<file path="src/rtl/flappy_game_ctrl.sv">
// Flappy-fish game sequencer: physics tick generation, fish motion
// integration, pipelined pipe-table collision/score scan and the
// one-hot game state consumed by the renderer, LEDs and SSD logic.
module flappy_game_ctrl #(
    parameter int TICK_DIV   = 2097152,
    parameter int PIPE_COUNT = 5,
    parameter int START_Y    = 150,
    parameter int FLAP_DY    = 2,
    parameter int VEL_MAX    = 15,
    parameter int Y_MAX      = 479,
    parameter int WIN_X      = 620
) (
    input  logic       board_clk,
    input  logic       reset,
    input  logic       start,
    input  logic       flap,
    output logic [2:0] pipe_idx,
    input  logic [9:0] pipe_x_lo,
    input  logic [9:0] pipe_x_hi,
    input  logic [9:0] gap_top,
    input  logic [9:0] gap_bot,
    output logic [9:0] pos_x,
    output logic [9:0] pos_y,
    output logic [3:0] state,
    output logic [3:0] score,
    output logic       tick,
    output logic       scan_busy
);

    localparam int CNT_W = (TICK_DIV > 1) ? $clog2(TICK_DIV) : 1;
    localparam logic [CNT_W-1:0] TICK_LAST = CNT_W'(TICK_DIV - 1);
    localparam logic [2:0] SCAN_LAST = 3'(PIPE_COUNT);
    localparam logic [9:0] START_Y_V = 10'(START_Y);
    localparam logic [9:0] FLAP_DY_V = 10'(FLAP_DY);
    localparam logic [9:0] VEL_MAX_V = 10'(VEL_MAX);
    localparam logic [9:0] Y_MAX_V   = 10'(Y_MAX);
    localparam logic [9:0] WIN_X_V   = 10'(WIN_X);

    typedef enum logic [3:0] {
        S_INIT = 4'b1000,
        S_GAME = 4'b0100,
        S_DIE  = 4'b0010,
        S_WIN  = 4'b0001
    } state_t;

    state_t           state_reg, state_next;
    logic             start_meta_reg, start_s_reg;
    logic             flap_meta_reg, flap_s_reg;
    logic [CNT_W-1:0] tick_cnt_reg;
    logic [9:0]       pos_x_reg, pos_x_next;
    logic [9:0]       pos_y_reg, pos_y_next;
    logic [9:0]       vel_reg, vel_next;
    logic [3:0]       score_reg, score_next;
    logic             scan_busy_reg, scan_busy_next;
    logic [2:0]       scan_cnt_reg, scan_cnt_next;
    logic             hit_reg, hit_next;

    logic             tick_now;
    logic [10:0]      y_fall;
    logic [10:0]      vel_inc;
    logic             eval_now;
    logic             scan_last;
    logic             entry_hit;
    logic             ground_hit;
    logic             pass_hit;

    assign tick_now   = (tick_cnt_reg == TICK_LAST);
    assign y_fall     = {1'b0, pos_y_reg} + {1'b0, vel_reg};
    assign vel_inc    = {1'b0, vel_reg} + 11'd1;
    // scan_cnt k (k>=1) means table data for entry k-1 is on the inputs now
    assign eval_now   = scan_busy_reg && (scan_cnt_reg != 3'd0);
    assign scan_last  = scan_busy_reg && (scan_cnt_reg == SCAN_LAST);
    assign entry_hit  = (pipe_x_lo < pos_x_reg) && (pos_x_reg < pipe_x_hi) &&
                        ((pos_y_reg < gap_top) || (pos_y_reg > gap_bot));
    assign ground_hit = (scan_cnt_reg == 3'd1) && (pos_y_reg == Y_MAX_V);
    assign pass_hit   = (pos_x_reg == pipe_x_hi);

    assign tick      = tick_now;
    assign scan_busy = scan_busy_reg;
    assign pipe_idx  = (scan_busy_reg && (scan_cnt_reg < SCAN_LAST)) ? scan_cnt_reg : 3'd0;
    assign pos_x     = pos_x_reg;
    assign pos_y     = pos_y_reg;
    assign score     = score_reg;
    assign state     = state_reg;

    // Two-flop synchronizers for the raw push buttons
    always_ff @(posedge board_clk or posedge reset) begin
        if (reset) begin
            start_meta_reg <= 1'b0;
            start_s_reg    <= 1'b0;
            flap_meta_reg  <= 1'b0;
            flap_s_reg     <= 1'b0;
        end else begin
            start_meta_reg <= start;
            start_s_reg    <= start_meta_reg;
            flap_meta_reg  <= flap;
            flap_s_reg     <= flap_meta_reg;
        end
    end

    // Free-running physics tick divider, wraps after the tick cycle
    always_ff @(posedge board_clk or posedge reset) begin
        if (reset) begin
            tick_cnt_reg <= '0;
        end else if (tick_now) begin
            tick_cnt_reg <= '0;
        end else begin
            tick_cnt_reg <= tick_cnt_reg + CNT_W'(1);
        end
    end

    // Game state register
    always_ff @(posedge board_clk or posedge reset) begin
        if (reset) begin
            state_reg <= S_INIT;
        end else begin
            state_reg <= state_next;
        end
    end

    // Fish kinematics, score and scan bookkeeping registers
    always_ff @(posedge board_clk or posedge reset) begin
        if (reset) begin
            pos_x_reg     <= '0;
            pos_y_reg     <= START_Y_V;
            vel_reg       <= '0;
            score_reg     <= '0;
            scan_busy_reg <= 1'b0;
            scan_cnt_reg  <= '0;
            hit_reg       <= 1'b0;
        end else begin
            pos_x_reg     <= pos_x_next;
            pos_y_reg     <= pos_y_next;
            vel_reg       <= vel_next;
            score_reg     <= score_next;
            scan_busy_reg <= scan_busy_next;
            scan_cnt_reg  <= scan_cnt_next;
            hit_reg       <= hit_next;
        end
    end

    // Next-state: tick-driven motion update, then the pipe scan and its verdict
    always_comb begin
        state_next     = state_reg;
        pos_x_next     = pos_x_reg;
        pos_y_next     = pos_y_reg;
        vel_next       = vel_reg;
        score_next     = score_reg;
        scan_busy_next = scan_busy_reg;
        scan_cnt_next  = scan_cnt_reg;
        hit_next       = hit_reg;
        case (state_reg)
            S_INIT: begin
                pos_x_next = '0;
                pos_y_next = START_Y_V;
                vel_next   = '0;
                score_next = '0;
                if (start_s_reg) begin
                    state_next = S_GAME;
                end
            end
            S_GAME: begin
                if (tick_now && !scan_busy_reg) begin
                    if (flap_s_reg) begin
                        vel_next   = '0;
                        pos_y_next = (pos_y_reg < FLAP_DY_V) ? 10'd0 : (pos_y_reg - FLAP_DY_V);
                    end else begin
                        pos_y_next = (y_fall > {1'b0, Y_MAX_V}) ? Y_MAX_V : y_fall[9:0];
                        vel_next   = (vel_inc > {1'b0, VEL_MAX_V}) ? VEL_MAX_V : vel_inc[9:0];
                    end
                    pos_x_next     = (pos_x_reg == 10'd1023) ? pos_x_reg : (pos_x_reg + 10'd1);
                    scan_busy_next = 1'b1;
                    scan_cnt_next  = '0;
                    hit_next       = 1'b0;
                end else if (scan_busy_reg) begin
                    scan_cnt_next = scan_cnt_reg + 3'd1;
                    if (eval_now) begin
                        if (entry_hit || ground_hit) begin
                            hit_next = 1'b1;
                        end
                        if (pass_hit && (score_reg != 4'd15)) begin
                            score_next = score_reg + 4'd1;
                        end
                    end
                    if (scan_last) begin
                        scan_busy_next = 1'b0;
                        scan_cnt_next  = '0;
                        // a collision outranks reaching the win column
                        if (hit_reg || entry_hit || ground_hit) begin
                            state_next = S_DIE;
                        end else if (pos_x_reg >= WIN_X_V) begin
                            state_next = S_WIN;
                        end
                    end
                end
            end
            default: begin
                // DIE and WIN are terminal: everything stays frozen
            end
        endcase
    end

    tick_outside_scan: assert property (@(posedge board_clk) disable iff (reset)
                                        !(tick_now && scan_busy_reg));

endmodule
</file>
<file path="config.mk">
export PLATFORM = sky130hd
export DESIGN_NAME = flappy_game_ctrl
export DESIGN_NICKNAME = d
export VERILOG_FILES = /design/src/rtl/flappy_game_ctrl.sv
export SDC_FILE = /design/constraint.sdc
export NUM_CORES = 1
export LEC_CHECK = 0
export BUFFER_PORTS_ARGS = -buffer_cell sky130_fd_sc_hd__buf_2
export CORE_UTILIZATION = 30
export DETAILED_ROUTE_END_ITERATION = 8
export PLACE_DENSITY = 0.51
export SLEW_MARGIN = 40
export SYNTH_ARGS = -nofsm -noshare
export SYNTH_HDL_FRONTEND = slang
export SYNTH_SLANG_ARGS = --single-unit
</file>
<file path="constraint.sdc">
create_clock -name board_clk -period 2.9 [get_ports board_clk]
set_clock_uncertainty 0.15 [all_clocks]
set_input_delay 0.29 -clock board_clk [delete_from_list [all_inputs] [get_ports board_clk]]
set_output_delay 0.29 -clock board_clk [all_outputs]
set_load 0.01 [all_outputs]
</file>
Word level (Yosys, flattened, before mapping)
Index checks and enable logic that the tools add are counted.
Widths: inputs -> output; s select.
Word-level totals
  flip-flop bits (word level): 68
  input port bits: 44
Operators by class
  add/subtract/negate cells: 7
  $lt $le $gt $ge: 9
  equality and inequality tests: 18
  mux-type cells: 36
  reduce and logical (&&, ||, !) cells: 24
Operator list (number)
  $mux 10: 9
  $pmux 10 s2: 3
  $mux 4: 10
  $lt 10x10->1: 3
  $add 21x1->21 const B: 1
  $eq 21x21->1 const B: 1
  $mux 21: 1
  $ne 2x2->1 const B: 8
  $pmux 4 s2: 2
  $mux 3: 4
  $add 10x1->11 const B: 1
  $add 10x10->11: 1
  $gt 11x4->1 const B: 1
  $gt 11x9->1 const B: 1
  $add 10x1->10 const B: 1
  $eq 10x10->1: 1
  $eq 10x10->1 const B: 1
  $eq 10x9->1 const B: 1
  $ge 10x10->1 const B: 1
  $gt 10x10->1: 1
  $lt 10x2->1 const B: 1
  $sub 10x2->10 const B: 1
  $logic_and 1x1->1: 8
  $reduce_bool 2->1: 4
  other kinds (18): 28

Depth between registers and ports, before layout
  depth in word-level cells: 10
  gate-level depth with buffers: 10
  gate-level depth less buffers: 10

Worst setup path after synthesis
OpenSTA, ideal clock, no wires.
  path type: register -> register
  from: reg pos_y_reg[2] (netlist: pos_y[2])
  to: reg pos_y_reg[6] (netlist: pos_y[6])
  setup time: 0.069 ns
  data arrival time: 2.478 ns
  required time: 2.681 ns
  path slack: 0.202 ns
  cell stages (with the launch flop): 9
  path through: dfstp_2 -> ha_1 -> nor2b_1 -> o31ai_2 -> a21boi_0 -> a2111oi_0 -> a211oi_2 -> or2_2 -> nand3_1
On the way
  longest elaborated chain between the ends: 6
RTL lines
  start, declared: line 51  | logic [9:0] pos_y_reg, pos_y_next;
  start signal, assigned: line 133  | pos_y_reg <= pos_y_next;
  $add 10x10->11: line 68  | assign y_fall = {1'b0, pos_y_reg} + {1'b0, vel_reg};
  $gt 11x9->1: line 168  | pos_y_next = (y_fall > {1'b0, Y_MAX_V}) ? Y_MAX_V : y_fall[9:0];
  $mux 10: line 168
  $mux 10 *: line 164  | if (flap_s_reg) begin
  $mux 10 *: line 163  | if (tick_now && !scan_busy_reg) begin
  $pmux 10 s2 *: line 152  | case (state_reg)
Every way passes the cells marked *; elsewhere a longest branch is shown, timed or not. The select of a mux whose other input is x is not followed.
A chain may end at the register's enable or synchronous reset.

Worst setup path in the final report
  from: reg pos_y_reg[1] (netlist: pos_y[1])
  to: reg pos_y_reg[6] (netlist: pos_y[6])
Same word-level chain as after synthesis.

==> results by group <==
Run status
  – Status: finished clean

Worst setup path
  – CP max stage cell: dfstp_2
  – Cell count along the critical path: 11
  – WP buf/inv: 3
  – WP data required: 3020 ps
  – Kind of end point of the critical path: flip-flop
  – Worst r2r src: pos_y[1]
  – CP Launch Type: flip-flop
  – Register-to-Register Path Depth: 11
  – Most frequent CP cell: buf_4
  – FF-to-FF End: pos_y[6]
  – Ordered list of cells on the worst path: inv_1 > fa_1 > nor2b_2 > o31ai_4 > buf_4 > a31oi_1 > or3_1 > a211oi_2 > buf_4 > or2_2 > nand3_1
  – R2R Setup Slk: 180 ps
  – Max stage delay on crit path: 560 ps
  – Critical setup path kind: flip-flop to flip-flop
  – Delay-heaviest family, CP: simple AND/OR/NAND/NOR gates
  – CP Max Fanout: 7
  – Arrival time worst endpoint: 2840 ps

Cells and area
  – Commonest cells after routing, fill and taps aside: 76 x buf_2, 63 x dfrtp_1, 58 x ha_1
  – Non-filler cells in the finished layout: 881
  – # fillers: 1637
  – Share of layout cells above drive strength 1: 20.5%
  – N_diodes: 0
  – Layout Nets: 763
  – Commonest non-fill, non-tap cell in the layout: buf_2
  – Number of flip-flops in the largest register: 21
  – Syn-to-layout area delta: 23.6%
  – Utilization after layout: 38.1%

Routing
  – DRT iter0 DRCs: 214
  – Number of remaining DRC errors: 0
  – Top layer in use: met4
  – Via/cell ratio: 4.95
  – Wire length on met1: 6130 um
  – DRT antenna net count: 0
  – Via Count: 4361
  – WL/cell: 14.4 um
  – Post-Route WL: 12700 um
  – Met3 WL post-DR: 438 um
  – Drt first pass iters: 4
  – Met2 wire length: 5990 um

Placement
  – Final GP Congestion: 0.870
  – Dpl hpwl: 9700 um
  – Post-Place Cells: 862
  – IO buf count: 76

Global routing
  – Initial antenna violation count: 0
  – Congestion Overflow GR: 0
  – Gr usage total: 16.0%
  – First-pass GRT wire length: 21000 um
  – Vias in the first global route: 4237
  – Pin count of the biggest net entering global routing: 69

Floorplan
  – FP Rows: 46
  – Core area: 16000 um2
  – Die Wd: 130 um
  – I/O pin count: 77
  – Die Area: 17000 um2
  – Die height: 130 um
  – Initial Util: 30.8%

Timing
  – Min Tclk post-route: 2720 ps
  – Worst Hold Slack: 203 ps
  – RSZ-0062 raised after global routing: no
  – Fmax: 367 MHz
  – Tcrit/Tclk final: 93.9%
  – Setup_tns: 0 ps
  – Final setup viols: 0
  – Max Transition Viols Final: 0
  – Endpoints failing hold: 0
  – Max_slew headroom: 58.0%
  – Worst-margin pin slew: 626 ps

Synthesis
  – Post-synthesis cell type count: 60
  – Post-synth ARST share: 100%
  – Seq cells post-synth: 68
  – Post-synthesis cell count: 556
  – Post-synth net total: 659
  – Mapped Area: 4940 um2
  – Seq/Total Area, Yosys: 34.6%
  – Syn_area_per_cell: 8.88 um2
  – Most used DFF post-synth: dfrtp_1
  – Post-synth EDFFs: 0
  – Post-synth top area cell: dfrtp_1
  – Post-synth top area share: 31.9%
  – Largest cells by area after synthesis: dfrtp_1 32%, ha_1 15%, inv_1 4.2%
  – YS warnings: 0

CTS
  – Worst-path clk slew: 60 ps
  – Clock root buffer: clkbuf_16
  – Setup Buffers After CTS: 0
  – Htree depth: 3
  – TritonCTS Buffers: 9
  – Clock latency on the worst-skew pair: 340 ps
  – CTS tree: built
  – CTS sink count: 68
  – Clock Tree Buf Depth: 2

Job
  – Max-cap viol count: 0

Power
  – P_leak: 3.05 nW
  – Power per Cell Area: 357 nW/um2
  – Power Total: 2.18 mW
  – VDD IR max: 0.291 mV

Min path
  – Hold Path End: start_s_reg
  – Hold crit path type: flip-flop to flip-flop
  – HP Start: start_meta_reg
  – Hold depth: 0
area by class of cell:
cell class                      instances  area [um2]  area share (%)
Clock buffer                           11         243            3.98
Clock inverter                          5        61.3            1.00
Inverter                               55         206            3.38
Multi-Input combinational cell        422        3000            49.2
Sequential cell                        68        1710            28.0
Tap cell                              216         270            4.43
Timing Repair Buffer                  104         611            10.0
stage by stage:
step / area (um2) / setup WS [ps]
finish: 6100 / 178
global route: 6100 / 10.3
CTS: 6080 / 40.5
detailed placement: 5750 / 84.8
global placement: 5750 / 160
floorplan: 4940 / 202
cell usage after synthesis (2+ instances only):
library cell and n:
nor2_1 43, a211oi_1 3, dfrtp_1 63, o21ai_0 32
o22ai_1 2, nand4_1 20, o31ai_1 5, xnor2_1 17
inv_1 55, nand2b_1 3, nor2b_1 10, a2bb2oi_1 3
or3_1 6, a31oi_1 3, a21oi_1 32, a21boi_0 5
o21a_1 4, nor3_1 11, and4_1 3, o211ai_1 5
a22o_1 2, and2_1 5, a22oi_1 3, dfstp_2 5
nor4_1 6, nand2_1 41, o21bai_1 2, clkbuf_1 9
a21o_1 13, and3_1 15, ha_1 58, xor2_1 20
nand3_1 24, mux2i_1 2
power by group:
part	switching, mW	internal (mW)	total, mW
Sequential	0.00316	0.952	0.956
Clock	0.423	0.690	1.11
Combinational	0.0570	0.0495	0.106
cell families after synthesis:
family | share of synthesized area (%)
muxes | 0.406
DFF | 34.6
xor gates and xnor gates | 6.57
AOI/OAI and AO/OA | 16.3
adders and majority gates | 15.3
buffers and inverters | 5.04
and+or+nand+nor | 21.8
worst register-to-register path, cell delays in order, from the launching register on:
cell,delay (ps)
dfstp_2,560
inv_1,90
fa_1,460
nor2b_2,220
o31ai_4,100
buf_4,150
a31oi_1,160
or3_1,180
a211oi_2,60
buf_4,170
or2_2,290
nand3_1,70
worst max-delay path by stage:
stage | from | end | slack [ps]
2_1_floorplan | pos_y[2] | pos_y[6] | 200
3_3_place_gp | pos_y[1] | pos_y[6] | 160
3_5_place_dp | pos_y[0] | pos_y[6] | 80
4_1_cts | pos_y[0] | pos_y[6] | 40
5_1_grt | pos_y[1] | pos_y[2] | 10
6_report | pos_y[1] | pos_y[6] | 180
layer usage:
layer | GRT usage, % | vias to the layer above
met5 | 0 | -
met4 | 6.50 | 0
met3 | 2.58 | 13
met2 | 25.8 | 78
met1 | 21.4 | 2073
li1 | - | 2197
timing repair:
item / CTS / global route
endpoints found under the setup margin: 0 / 6
hold buffers: 3 / 0
endpoints found under the hold margin: 65 / 0
resized for setup: 0 / 5
No activity file was read; power rests on OpenSTA's default activity.
